### config.mk
export PLATFORM = sky130hd
export DESIGN_NAME = program_counter
export DESIGN_NICKNAME = d
export VERILOG_FILES = /design/src/rtl/cpu_pkg.sv /design/src/rtl/program_counter.sv
export SDC_FILE = /design/constraint.sdc
export NUM_CORES = 1
export LEC_CHECK = 0
export BUFFER_PORTS_ARGS = -buffer_cell sky130_fd_sc_hd__buf_2
export CAP_MARGIN = 20
export CORE_AREA = 10 10 47 49
export DETAILED_ROUTE_END_ITERATION = 7
export DIE_AREA = 0 0 57 59
export GPL_ROUTABILITY_DRIVEN = 0
export GPL_TIMING_DRIVEN = 0
export PLACE_DENSITY = 0.76
export SYNTH_ARGS = -nofsm -noshare
export SYNTH_HDL_FRONTEND = slang
export SYNTH_SLANG_ARGS = --single-unit
export TNS_END_PERCENT = 30
### constraint.sdc
create_clock -name clk -period 2.9 [get_ports clk]
set_input_delay 0.29 -clock clk [delete_from_list [all_inputs] [get_ports clk]]
set_output_delay 0.29 -clock clk [all_outputs]
set_load 0.03 [all_outputs]
### src/rtl/cpu_pkg.sv
// Shared CPU types and constants.
// Fetch-stage PC width and reset vector.
package cpu_pkg;

  localparam int PC_WIDTH = 10;

  localparam logic [PC_WIDTH-1:0]
    PC_RESET_VALUE = '0;

  typedef logic [PC_WIDTH-1:0] pc_t;

endpackage

### src/rtl/program_counter.sv
// Architectural PC register at the head of fetch.
// Loads next_pc each edge; offers pc + 1 for the mux.
module program_counter #(
  parameter int PC_WIDTH = cpu_pkg::PC_WIDTH,
  parameter logic [PC_WIDTH-1:0] RESET_VALUE =
    cpu_pkg::PC_RESET_VALUE
) (
  input  logic                clk,
  input  logic                reset,
  input  logic [PC_WIDTH-1:0] next_pc,
  output logic [PC_WIDTH-1:0] pc,
  output logic [PC_WIDTH-1:0] pc_plus_one,
  output logic                pc_valid
);

  localparam logic [PC_WIDTH-1:0] ONE =
    {{(PC_WIDTH-1){1'b0}}, 1'b1};

  // PC load with synchronous reset; valid once out of reset
  always_ff @(posedge clk) begin
    if (reset) begin
      pc       <= RESET_VALUE;
      pc_valid <= 1'b0;
    end else begin
      pc       <= next_pc;
      pc_valid <= 1'b1;
    end
  end

  // Sequential increment, wraps silently at the top
  assign pc_plus_one = pc + ONE;

endmodule

==> flow_summary_export.csv <==
group,metric,value,unit
status,outcome,"complete, no violations",
clocking,cts_resized,0,
global_routing,grt_overflow,0,
global_routing,grt_pass1_wl,1.79,mm
yosys,synthArstFlopShare,0,%
cells_and_area,drive_gt1_share,45.8,%
sta,slew-limit-headroom,75.6,%
job,max_cap_violations,0,
sta,finalHoldViolCount,0,
yosys,synth_seq_area_share,48.5,%
yosys,ys.flop_type,"dfxtp_1",
cells_and_area,fin_nets,97,
setup_path,endpoint,"pc_plus_one[6]",
placed_design,dp_hpwl,1.04,mm
clocking,path_clk_slew,0.06,ns
power_and_ir_drop,pwr-share-clk,28.4,%
yosys,yosys.area.top_type_share,48.5,%
setup_path,cp-end-kind,"primary output",
sta,fin_setup_tns,0,ns
clocking,cts_max_level,1,
clocking,cts_tree,"yes",
floorplan,die_x,57,µm
clocking,holdBufCountCts,0,
cells_and_area,areaGrowthSynthToFinish,45.5,%
floorplan,ios,33,
yosys,ys_types,15,
setup_path,arrival,1.51,ns
power_and_ir_drop,p_sw,100,µW
detailed_routing,ant_nets,0,
sta,whs,0.201,ns
yosys,synth_edf_count,0,
yosys,syn_area_per_cell,9.66,µm²
floorplan,die_y,59,µm
hold_path,hold_depth,2,
detailed_routing,drtPass1Iterations,3,
sta,fmaxAchievable,555,MHz
placed_design,port_buffers,32,
setup_path,required,2.61,ns
cells_and_area,design_area,661,µm²
detailed_routing,wl_per_cell,11.6,µm
global_routing,grt_max_degree,11,
setup_path,crit_fanout,5,
cells_and_area,fin_util,47.1,%
sta,worst_pin_slew,0.366,ns
clocking,cts_made_buffers,3,
yosys,syn_inst,47,
setup_path,path_class,"flip-flop to primary output",
detailed_routing,post-route-drc-count,0,
global_routing,track_usage,6.63,%
power_and_ir_drop,p_int,237,µW
detailed_routing,wirelength,1.15,mm
power_and_ir_drop,switching_share,29.8,%
floorplan,initial_core_util,32.4,%
placed_design,place_inst,95,
power_and_ir_drop,irDropWorstVdd,0.360,mV
yosys,ys_ff_latch,11,
sta,setup_viol,0,
global_routing,antenna_found_initial,0,
detailed_routing,vias_per_cell,4.09,
power_and_ir_drop,leakage,0.000337,µW
yosys,ys_top_cells_by_count,"11 x dfxtp_1, 10 x nor2b_1, 4 x inv_1, 4 x xnor2_1, 4 x xor2_1",
clocking,cts_sinks,11,
clocking,cts_buffer_depth,2,
sta,finalCritPeriodShare,62.2,%
yosys,synth.area.top_cells,"dfxtp_1 48%, nor2b_1 14%, xnor2_1 7.7%",
yosys,synth_warnings,0,
global_routing,grt_pass1_vias,431,
hold_path,hold_path.class,"input port to flip-flop",
sta,rsz0062_at_grt,"false",
cells_and_area,num_antenna_cells,0,
yosys,syn-num-nets,60,
power_and_ir_drop,seqPwrFrac,49.8,%
setup_path,crit_start,"pc[0]",
yosys,yosysTopAreaCell,"dfxtp_1",
placed_design,placed_cell_area,634,µm²
detailed_routing,vias,405,
floorplan,fp.dieArea,3360,µm²
clocking,postCtsSetupBuffers,0,
cells_and_area,nFillCells,149,
floorplan,coreArea,1400,µm²
floorplan,rows,14,
sta,period_needed,1.80,ns
power_and_ir_drop,p_comb_share,21.8,%
sta,drv_slew,0,
setup_path,worstSetupStartpointType,"flip-flop",
clocking,cts_root_buf,"clkbuf_4",
power_and_ir_drop,p_per_area,510,nW/µm²
yosys,yosysMostFrequentCell,"dfxtp_1",
detailed_routing,drtIter0Drc,5,
yosys,synth_area,454,µm²
cells_and_area,fin_cells,99,
==> state kept, by name, indices dropped and copies added, names as in the netlist <==
register,flops
pc,10
pc_valid,1
==> critical path, stage by stage (launching register included) <==
cell	delay, ns
dfxtp_1	0.41
ha_1	0.23
nand4_1	0.13
nor2_1	0.14
xor2_1	0.14
buf_2	0.21
==> cell usage in the layout, fill, tap and decap left out <==
| master | netlist | final |
|---|---|---|
| clkbuf_1 | 1 | 2 |
| xor2_1 | 4 | 4 |
| ha_1 | 1 | 1 |
| nor4_2 | 1 | 1 |
| nand3_1 | 3 | 3 |
| clkbuf_4 | 0 | 3 |
| nor2_1 | 3 | 3 |
| xnor2_1 | 4 | 4 |
| nand2_2 | 1 | 1 |
| buf_2 | 0 | 32 |
| dfxtp_1 | 11 | 11 |
| nand4_1 | 1 | 1 |
| nand3_2 | 1 | 1 |
| nand2_1 | 1 | 1 |
| nor2b_1 | 10 | 10 |
| nor3_1 | 1 | 1 |
| inv_1 | 4 | 4 |
==> layout make-up <==
cell class / instances / area, µm² / share of cell area (%)
Sequential cell: 11 / 220 / 33.3
Multi-Input combinational cell: 31 / 215 / 32.6
Timing Repair Buffer: 32 / 160 / 24.2
Clock buffer: 4 / 26.3 / 3.98
Tap cell: 16 / 20.0 / 3.03
Inverter: 4 / 15.0 / 2.27
Buffer: 1 / 3.75 / 0.568
==> through the flow <==
step / worst slack, ns / power [µW]
after floorplan: 1.04 / 220
after global placement: 1.37 / 245
after detailed placement: 1.35 / 246
after CTS: 1.07 / 343
after global routing: 0.973 / 353
final: 1.10 / 337
==> power by group through the flow <==
stage	Sequential [µW]	Combinational [µW]	Clock (µW)
after floorplan	187	33.1	0
after global placement	171	74.3	0
after detailed placement	171	75.0	0
after CTS	168	75.1	99.8
after global routing	169	79.1	105
final	168	73.6	95.7
==> cells by family after synthesis <==
| group | Yosys count | share of synthesized area [%] |
|---|---|---|
| and+or+nand+nor | 22 | 29.2 |
| DFF | 11 | 48.5 |
| xor gates and xnor gates | 8 | 15.4 |
| buffers and inverters | 5 | 4.13 |
| adders and majority gates | 1 | 2.75 |
==> per-layer routing <==
layer	wire length [µm]	up-vias	global-route usage (%)
met5	0	-	0
met4	0	0	3.02
met3	132	0	3.86
met2	575	19	11.6
met1	442	167	6.10
li1	-	219	-
==> how the worst min path moves through the flow <==
| stage | from | endpoint | slack [ns] |
|---|---|---|---|
| floorplan | reset | pc[1] | 0.36 |
| global placement | reset | pc[1] | 0.46 |
| detailed placement | reset | pc[1] | 0.47 |
| CTS | reset | pc[1] | 0.19 |
| global route | reset | pc[1] | 0.20 |
| finish | reset | pc[1] | 0.20 |
(Power assumes the default switching activity.)
